### config.mk
export PLATFORM = sky130hd
export DESIGN_NAME = multiplier
export DESIGN_NICKNAME = d
export VERILOG_FILES = /design/src/rtl/multiplier.sv
export SDC_FILE = /design/constraint.sdc
export NUM_CORES = 1
export LEC_CHECK = 0
export CORE_MARGIN = 2
export CORE_UTILIZATION = 25
export DETAILED_ROUTE_END_ITERATION = 10
export PLACE_DENSITY = 0.39
export SKIP_LAST_GASP = 1
export SLEW_MARGIN = 10
export SYNTH_ARGS = -nofsm -noshare
export SYNTH_HDL_FRONTEND = slang
export SYNTH_SLANG_ARGS = --single-unit
export TNS_END_PERCENT = 1
### constraint.sdc
create_clock -name clk -period 2 [get_ports clk]
set_input_delay 0.2 -clock clk [delete_from_list [all_inputs] [get_ports clk]]
set_output_delay 0.2 -clock clk [all_outputs]
set_load 0.02 [all_outputs]
### src/rtl/multiplier.sv
// Sequential shift-and-add unsigned multiplier: one partial product per clock, WIDTH clocks per product.
// The product register only updates when a computation completes, so o never shows partial sums.
module multiplier #(
    parameter int WIDTH = 4
) (
    input  logic               clk,
    input  logic               rst,
    input  logic [WIDTH-1:0]   a,
    input  logic [WIDTH-1:0]   b,
    output logic [2*WIDTH-1:0] o,
    output logic               out_ready
);
    localparam int PW = 2 * WIDTH;
    localparam int CW = $clog2(WIDTH + 1);
    localparam logic [CW-1:0] LAST_CNT = CW'(WIDTH - 1);

    typedef enum logic [1:0] {
        IDLE,
        CALC,
        DONE
    } state_t;

    state_t           state_q, state_d;
    logic [PW-1:0]    mcand_q, mcand_d;
    logic [WIDTH-1:0] mplier_q, mplier_d;
    logic [PW-1:0]    acc_q, acc_d;
    logic [CW-1:0]    cnt_q, cnt_d;
    logic [WIDTH-1:0] a_lat_q, a_lat_d;
    logic [WIDTH-1:0] b_lat_q, b_lat_d;
    logic [PW-1:0]    o_q, o_d;
    logic             rdy_q, rdy_d;
    logic [PW-1:0]    sum;
    logic             load;

    always_comb begin
        sum = acc_q + (mplier_q[0] ? mcand_q : '0);
    end

    always_comb begin
        state_d  = state_q;
        mcand_d  = mcand_q;
        mplier_d = mplier_q;
        acc_d    = acc_q;
        cnt_d    = cnt_q;
        a_lat_d  = a_lat_q;
        b_lat_d  = b_lat_q;
        o_d      = o_q;
        rdy_d    = rdy_q;
        load     = 1'b0;

        case (state_q)
            IDLE: load = 1'b1;
            CALC: begin
                acc_d    = sum;
                mcand_d  = mcand_q << 1;
                mplier_d = mplier_q >> 1;
                cnt_d    = cnt_q + CW'(1);
                if (cnt_q == LAST_CNT) begin
                    o_d     = sum;
                    rdy_d   = 1'b1;
                    state_d = DONE;
                end
            end
            // Any operand change restarts the computation; o keeps the old product meanwhile.
            DONE: load = (a != a_lat_q) || (b != b_lat_q);
            default: state_d = IDLE;
        endcase

        if (load) begin
            a_lat_d  = a;
            b_lat_d  = b;
            mcand_d  = {{WIDTH{1'b0}}, a};
            mplier_d = b;
            acc_d    = '0;
            cnt_d    = '0;
            rdy_d    = 1'b0;
            state_d  = CALC;
        end
    end

    always_ff @(posedge clk or negedge rst) begin
        if (!rst) begin
            state_q  <= IDLE;
            mcand_q  <= '0;
            mplier_q <= '0;
            acc_q    <= '0;
            cnt_q    <= '0;
            a_lat_q  <= '0;
            b_lat_q  <= '0;
            o_q      <= '0;
            rdy_q    <= 1'b0;
        end else begin
            state_q  <= state_d;
            mcand_q  <= mcand_d;
            mplier_q <= mplier_d;
            acc_q    <= acc_d;
            cnt_q    <= cnt_d;
            a_lat_q  <= a_lat_d;
            b_lat_q  <= b_lat_d;
            o_q      <= o_d;
            rdy_q    <= rdy_d;
        end
    end

    assign o         = o_q;
    assign out_ready = rdy_q;
endmodule

* Word-level counts from Yosys, hierarchy flattened
Index checks and enable logic that the tools add are counted.
Storage, ports and cells: bits in registers 42, output and inout port bits 9, logic and storage cells 42
Operators by class: $add $sub $neg 2, equality and inequality tests 7, multiplexer cells 16, reductions and logical operators 8
Operators by type and width (count):
- $mux W8 | 5
- $add A8 B8 Y8 | 1
- $mux W4 | 2
- $ne A4 B4 Y1 | 2
- $mux W3 | 2
- $reduce_and A2 Y1 | 3
- $mux W2 | 2
- $pmux W2 S2 | 1
- $reduce_bool A2 Y1 | 2
- $add A3 B1 Y3 const B | 1
- $eq A3 B2 Y1 const B | 1
- $mux W1 | 3
- $ne A3 B3 Y1 const B | 1
- $eq A2 B1 Y1 const B | 1
- $eq A2 B2 Y1 const B | 1
- $logic_not A2 Y1 | 1
- $ne A2 B1 Y1 const B | 1
- $pmux W1 S2 | 1
- $reduce_or A2 Y1 | 1
- $logic_or A1 B1 Y1 | 1

* Logic depth before layout (Yosys ltp)
Gate-level depths: netlist of the first run.
depth after elaboration 5, mapped depth 9, mapped depth without buffers 9

* Least setup slack after synthesis of the first run
Ideal clock, no wire load.
path type reg-to-reg, start register mplier_q[0], end register o_q[7] (netlist: o[7]), arrival 1919 ps, required time 1875 ps, slack -44 ps, cell stages (with the launch flop) 9, period minus slack after synthesis 2044 ps, cells stage by stage dfrtp_1 -> nand2_1 -> inv_1 -> ha_1 -> a211oi_1 -> o211ai_1 -> a221oi_4 -> xnor2_1 -> mux2_2
Between the ends: longest elaborated chain between the ends 2
RTL lines:
- start: declaration | RTL line 25 | logic [WIDTH-1:0] mplier_q, mplier_d;
- start signal: assignment | RTL line 95 | mplier_q <= mplier_d;
- $mux W8 | RTL line 36 | sum = acc_q + (mplier_q[0] ? mcand_q : '0);
- $add A8 B8 Y8 | RTL line 36
- end signal: assignment | RTL line 90 | o_q <= '0;
- end signal: assignment | RTL line 100 | o_q <= o_d;
- end: declaration | RTL line 30 | logic [PW-1:0] o_q, o_d;
No other way between the ends. A chain may end at the register's enable or synchronous reset.

* Final worst setup path of the first run
Ends and elaborated chain as after synthesis.

==> results of run 1 <==
registers in the layout, summed over array words and instances, names as in the netlist:
signal / count
acc_q: 8
mcand_q: 8
o: 8
a_lat_q: 4
b_lat_q: 4
mplier_q: 4
cnt_q: 3
state_q: 2
out_ready: 1
final cells by class:
class	instances	share of cell area, %
repair buffers	57	15.6
inverters	6	0.741
clock buffers	6	2.72
multi-input cells	159	40.9
well taps	108	4.44
flip-flops and latches	42	34.6
clock inverters	1	0.988
cell families after synthesis:
kind of cell,count (synthesis)
compound gates,47
xor+xnor,13
fa+ha+maj,10
buf+inv,16
flops,42
mux,22
simple gates,67
Yosys cell counts (6+ instances only):
library cell  count
nor2_1            6
nand2_1          27
mux2i_1           9
and2_1            7
a21oi_1           6
xnor2_1          10
o21ai_0          13
dfrtp_1          42
inv_1             6
clkbuf_1          6
o21a_1            6
nand2b_1          6
ha_1              9
mux2_2           13
metal layers:
| metal | GRT usage, % | routed length, µm | vias to the layer above |
|---|---|---|---|
| met5 | 0 | 0 | - |
| met4 | 3.16 | 51 | 0 |
| met3 | 2.11 | 120 | 5 |
| met2 | 19.5 | 2610 | 18 |
| met1 | 15.6 | 2700 | 795 |
| li1 | - | - | 878 |
metrics by stage:
stage / cells / utilization [%]
after floorplan: 217 / -
after global placement: 368 / 32.3
after detailed placement: 368 / 32.3
after CTS: 376 / 33.7
after global routing: 379 / 34.5
final: 379 / 34.5
worst min-delay path by stage:
| stage | to | slack [ps] | depth (start not counted) |
|---|---|---|---|
| 6_report | acc_q[5]$_DFFE_PN0P_ | 480 | 2 |
| 5_1_grt | o[3]$_DFFE_PN0P_ | 510 | 2 |
| 4_1_cts | o[6]$_DFFE_PN0P_ | 490 | 2 |
| 3_5_place_dp | o[3]$_DFFE_PN0P_ | 300 | 1 |
| 3_3_place_gp | o[3]$_DFFE_PN0P_ | 300 | 1 |
| 2_1_floorplan | a_lat_q[0]$_DFFE_PN0P_ | -100 | 0 |
what timing repair did:
action,in CTS,in global routing
buffers inserted,0,3
pin swaps,3,9
gates resized for setup,1,10
endpoints found under the setup margin,6,8
hold buffers,1,0
endpoints found under the hold margin,28,0
cell usage in the layout (no fill, tap or decap), types with 9 or more instances in the layout:
cell type	synthesis	final
xnor2_1	10	10
o21ai_0	13	13
nand2_1	27	27
mux2i_1	9	9
clkdlybuf4s50_1	0	17
buf_4	0	37
mux2_2	13	12
dfrtp_1	42	41
power breakdown:
part / switching [W] / leakage [nW] / internal, W
logic: 0.00118 / 0.736 / 0.00141
clock network: 0.000307 / 0.0573 / 0.000400
registers: 0.000316 / 0.521 / 0.00125
total: 0.00181 / 1.31 / 0.00306
==> key figures, run 1 <==
Status
  • Result of the run: finished, violations left
  • Violated checks: setup timing

Detailed routing
  • Number of nets with antenna violations after detailed routing: 0
  • DRC errors left: 0
  • Number of vias in the routed layout: between 1500 and 2000
  • Post-detailed-routing wire length: between 5000 and 6000 µm
  • Number of detailed-routing iterations run before antenna repair: 4
  • Violation count after the first detailed-route iteration: 26
  • WL/cell: between 10 and 15 µm
  • Via density per instance: roughly 4.5

Final layout
  • Area growth from synthesis to final layout: 32.9%
  • Final #Nets: ~290
  • Footprint of the multi-input gates: 1240 µm²
  • Post-layout instance area: between 3000 and 4000 µm²
  • Layout filler cell count: between 900 and 1000
  • # diodes: 0
  • Storage cell area: around 1100 µm²
  • Share of final-layout standard cells stronger than drive strength 1: 28.0%

Timing
  • Maximum frequency from static timing analysis: about 470 MHz
  • Worst hold slack: approximately 480 ps
  • Count of final max-slew check failures: 0
  • RSZ-0062 raised after global routing: yes
  • Worst Max-Slew Pin Slew: about 700 ps
  • Final period utilization: 106%
  • Shortest period the worst path allows: approximately 2100 ps
  • Final setup TNS: -222 ps
  • Max_slew headroom: 53.4%
  • Final worst clock skew: roughly 10 ps
  • Final Worst Setup Slack: -124 ps
  • Final setup violation count: 4
  • Count of endpoints failing hold in the final timing report: 0

Floorplan
  • Number of I/O pins: 19
  • Core footprint: between 8000 and 9000 µm²
  • Effective utilization at floorplan: between 20% and 30%
  • Floorplan die width: 99.7 µm
  • Total number of placement rows: 34
  • Height of the chip: 99.7 µm
  • Die Footprint: 9940 µm²

Global routing
  • Number of antenna violations at the first check in global routing: 0
  • Global route total overflow: 0
  • GRT Util Overall: about an eighth
  • Via count of the first global-routing pass: around 1700
  • Largest net degree at the start of global routing: 31
  • Wire length of the first global-routing pass: a little over 9000 µm

Setup path
  • Launching element of the worst setup path: mplier_q[0]$_DFFE_PN0P_
  • Worst reg2reg path depth: 8
  • Worst path most repeated cell: o21a_1
  • Critical path buffers and inverters: 1
  • Cell family with the largest share of critical-path delay: compound AO/OA/AOI/OAI gates
  • Required time at the worst-slack endpoint: approximately 2200 ps
  • Worst reg2reg setup slack: -120 ps
  • Critical path cell sequence: buf_6, and2_4, ha_4, o21a_1, o21a_1, a221oi_4, xnor2_1, mux2_4
  • Critical path arrival: 2310 ps
  • Maximum fanout count along the critical path: 6
  • Reg2reg start: mplier_q[0]$_DFFE_PN0P_
  • End of the critical path: o[7]$_DFFE_PN0P_
  • Cell type of the slowest stage on the worst timing path: dfrtp_2
  • Crit Path Category: reg -> reg
  • Total number of cells along the worst setup path: 8
  • CP max stage delay: approximately 440 ps
  • Worst reg2reg endpoint: o[7]$_DFFE_PN0P_
  • Critical path endpoint category: flip-flop
  • Launching element type of the critical path: flip-flop

Clocking
  • Total clock buffers created by CTS: 5
  • H-Tree Depth: 2
  • CTS max path bufs: 2
  • TritonCTS clock tree: done
  • Cell at the root of the clock tree: clkbuf_8
  • Clock latency on the worst-skew pair: ~300 ps
  • Clock-pin slew of the registers on the worst-case setup and hold paths: 80 ps
  • Clock Sinks: 42

Synthesis
  • Count of state elements after synthesis: 42
  • Share of the synthesized netlist area taken by xor and xnor gates: under 10%
  • Multiplexer share of the synthesized area: 10.3%
  • Number of standard cells after synthesis: between 200 and 250
  • EDFF count, synth: 0
  • Flip-flop cell with the highest count after synthesis: dfrtp_1
  • Ranking of synthesized cells by area: dfrtp_1 46%, mux2_2 6.4%, ha_1 4.9%
  • Sequential fraction of the synthesis area: 45.9%
  • Simple-gate share of the synthesized area: approximately 15%
  • YS warnings: 0
  • Synthesized cell area: around 2300 µm²
  • Post-synthesis compound-gate area fraction: between 10% and 20%
  • Largest family of logic cells by synthesized area: compound AO/OA/AOI/OAI gates
  • Synthesized-area fraction occupied by adder cells: around 5.8%
  • Area share of the largest cell type after synthesis: between 40% and 50%
  • Fraction of registers with async set or reset after synthesis: between 90% and 100%
  • Avg Inst Size Synth: between 10 and 15 µm²
  • Library cell occupying the most area in the post-synthesis netlist: dfrtp_1
  • Net count of the mapped netlist: 237
  • Number of unique standard cell types used by synthesis: just over 40

Pwr
  • Total power after layout: just under 0.005 W
  • Leak: between 1 and 1.5 nW
  • PD cells: between 1500 and 2000 nW/µm²
  • Worst IR Drop VDD: approximately 0.46 mV

Placement
  • Worst Setup Slack post-DPL: -172 ps
  • PortBufs: 18
  • Total placed instance area: ~2800 µm²
  • Sum of net half-perimeters after detailed placement: between 4000 and 5000 µm
  • GPL Wtd Cong: just under 0.8

Min path
  • Worst hold-check path type: in -> async

Run
  • Number of max-capacitance violations reported: 0
Note: power is estimated with default switching activity, not from simulation.
==> inputs of run 2 (changes only) <==
==> constraint.sdc (replaced) <==
create_clock -name clk -period 1.9 [get_ports clk]
set_input_delay 0.19 -clock clk [delete_from_list [all_inputs] [get_ports clk]]
set_output_delay 0.19 -clock clk [all_outputs]
set_load 0.02 [all_outputs]
==> run 2 against run 1 <==
  * First-iteration DRC count is 120% higher
  * Largest cell class unchanged
  * Maximum frequency grew 0.94%
  * Critical endpoint unchanged
  * Non-clock buffer count rose by 11
  * Via count grew 5.7%
  * Clock-buffer cell count grew 1
  * Critical path depth shrank 1
  * Wire length up 3.0%
  * The flow still finishes with violations (setup timing)
  * Clock power rose by 2%
==> key figures, run 2 (same netlist as run 1, synthesis figures left out) <==
Setup path
  • Required time at the worst-slack endpoint: 2090 ps (-100 ps)
  • Maximum fanout count along the critical path: 6 (unchanged)
  • Launching element type of the critical path: flip-flop
  • Worst reg2reg setup slack: -200 ps (-80 ps)
  • Critical path arrival: 2290 ps (-20 ps)
  • Critical path endpoint category: flip-flop
  • Crit Path Category: reg -> reg

Timing
  • Max_slew headroom: 49.8% (-3.6 points)
  • Final Worst Setup Slack: -204 ps (-80.3 ps)
  • Count of final max-slew check failures: 0 (unchanged)
  • Maximum frequency from static timing analysis: 475 MHz (+0.94%)
  • Final period utilization: 111% (+4.6 points)
  • Shortest period the worst path allows: 2100 ps (-19.7 ps)
  • RSZ-0062 raised after global routing: yes
  • Count of endpoints failing hold in the final timing report: 0 (unchanged)
  • Final setup violation count: 7 (+3)
  • Worst Max-Slew Pin Slew: 754 ps (+54.7 ps)
  • Final worst clock skew: 4.74 ps (-5.69 ps)

Placement
  • Worst Setup Slack post-DPL: -272 ps (-100 ps)
  • GPL Wtd Cong: 0.816 (+2.6%)
  • Sum of net half-perimeters after detailed placement: 4190 µm (-0.46%)
  • Number of placed instances with taps included: 378 (+2.7%)
  • PortBufs: 18 (unchanged)

Global routing
  • GRT Util Overall: 12.2% (+0.48 points)
  • Largest net degree at the start of global routing: 33 (+6.5%)
  • Wire length of the first global-routing pass: 9310 µm (+2.0%)
  • Number of antenna violations at the first check in global routing: 0 (unchanged)
  • Global route total overflow: 0 (unchanged)
  • Via count of the first global-routing pass: 1822 (+4.8%)

Detailed routing
  • Number of detailed-routing iterations run before antenna repair: 4 (unchanged)
  • Via density per instance: 4.58 (+2.4%)
  • Post-detailed-routing wire length: 5650 µm (+3.0%)
  • Number of nets with antenna violations after detailed routing: 0 (unchanged)
  • Number of vias in the routed layout: 1792 (+5.7%)
  • DRC errors left: 0 (unchanged)
  • WL/cell: 14.5 µm (-0.17%)
  • Violation count after the first detailed-route iteration: 57 (+120%)

Final layout
  • Layout filler cell count: 892 (-2.4%)
  • Area growth from synthesis to final layout: 40.2%
  • Most common library cell in the layout ignoring fill and taps: buf_4
  • Share of final-layout standard cells stronger than drive strength 1: 34.3% (+6.2 points)
  • Final std cells w/o fill: 391 (+3.2%)
  • Final #Nets: 302 (+3.8%)
  • Commonest cells after routing, fill and taps aside: 46 x buf_4, 41 x dfrtp_1, 26 x nand2_1, 17 x clkdlybuf4s50_1, 13 x o21ai_0
  • # diodes: 0 (unchanged)

Floorplan
  • Height of the chip: 99.7 µm (unchanged)
  • Effective utilization at floorplan: 26.0% (unchanged)
  • Floorplan die width: 99.7 µm (unchanged)
  • Core footprint: 8810 µm² (unchanged)
  • Die Footprint: 9940 µm² (unchanged)
  • Number of I/O pins: 19 (unchanged)
  • Total number of placement rows: 34 (unchanged)

Status
  • Violated checks: setup timing
  • Result of the run: finished, violations left

Pwr
  • PD cells: 1670 nW/µm² (+4.4%)
  • Leak: 1.37 nW (+4.6%)
  • Worst IR Drop VDD: 0.489 mV (+5.5%)

Clocking
  • Total clock buffers created by CTS: 5 (unchanged)
  • H-Tree Depth: 2 (unchanged)
  • Cell at the root of the clock tree: clkbuf_8
  • Clock-pin slew of the registers on the worst-case setup and hold paths: 80 ps (about the same)
  • Clock latency on the worst-skew pair: 300 ps (about the same)
  • TritonCTS clock tree: done
  • Clock Sinks: 42 (unchanged)
  • CTS max path bufs: 2 (unchanged)

Run
  • Number of max-capacitance violations reported: 0 (unchanged)

Min path
  • Worst hold-check path type: reg -> reg
==> run 2: cell types whose count changed in the layout (fill, tap and decap cells not counted), sizes merged <==
cell,previous run,this run
buf,39,50
clkbuf,6,7
==> run 2: routing by layer <==
metal / up-vias / wire length, µm / track usage (%)
met5: - / 0 / 0
met4: 0 / 28 / 2.85
met3: 2 / 152 / 3.02
met2: 22 / 2810 / 20.6
met1: 869 / 2660 / 15.7
li1: 899 / - / -
==> run 2: final cells by class <==
type,instances,area [µm²],area share [%]
Clock buffer,7,76.3,2.38
Inverter,6,22.5,0.702
Clock inverter,1,30.0,0.936
Sequential cell,42,1050,32.8
Multi-Input combinational cell,159,1310,40.9
Timing Repair Buffer,68,582,18.1
Tap cell,108,135,4.21
==> run 2: worst paths after layout <==
path	from	to	depth (start not counted)
max	mplier_q[0]$_DFFE_PN0P_	o[7]$_DFFE_PN0P_	7
min	o[1]$_DFFE_PN0P_	o[1]$_DFFE_PN0P_	2
max reg2reg	mplier_q[0]$_DFFE_PN0P_	o[7]$_DFFE_PN0P_	7
min reg2reg	o[1]$_DFFE_PN0P_	o[1]$_DFFE_PN0P_	2
max in group asynchronous	rst	mplier_q[1]$_DFFE_PN0P_	3
min in group asynchronous	rst	o[6]$_DFFE_PN0P_	2
==> run 2: where the power goes <==
part	internal, W	leakage, nW	switching, W
logic	0.00166	0.802	0.00131
clock network	0.000394	0.0524	0.000326
registers	0.00131	0.521	0.000362
total	0.00336	1.37	0.00200
==> run 2: timing repair <==
action | in CTS | in global routing
pin swaps | 6 | 10
gates resized for setup | 10 | 8
cloned | 0 | 0
hold buffers | 1 | 0
endpoints found under the hold margin | 29 | 0
buffers inserted | 3 | 1
endpoints found under the setup margin | 8 | 9
==> run 2: worst max-delay path, cell delays in order (launching register included) <==
cell      delay [ps]
dfrtp_2          450
and2_4           160
ha_4             270
o211ai_1         130
or2_1            270
a221oi_4         340
xnor2_1          100
mux2_4           270
==> run 2: per-stage QoR <==
stage                     setup TNS [ps]  power (W)  hold WS (ps)  util [%]  cell area [µm²]
final                               -777    0.00536           488      36.4             3210
after global routing               -1580    0.00582           525      36.4             3210
after CTS                          -1080    0.00537           493      35.9             3160
after detailed placement           -1510    0.00446           320      33.8             2980
after global placement             -1400    0.00445           318      33.8             2980
after floorplan                     -247    0.00336          -106         -             2340
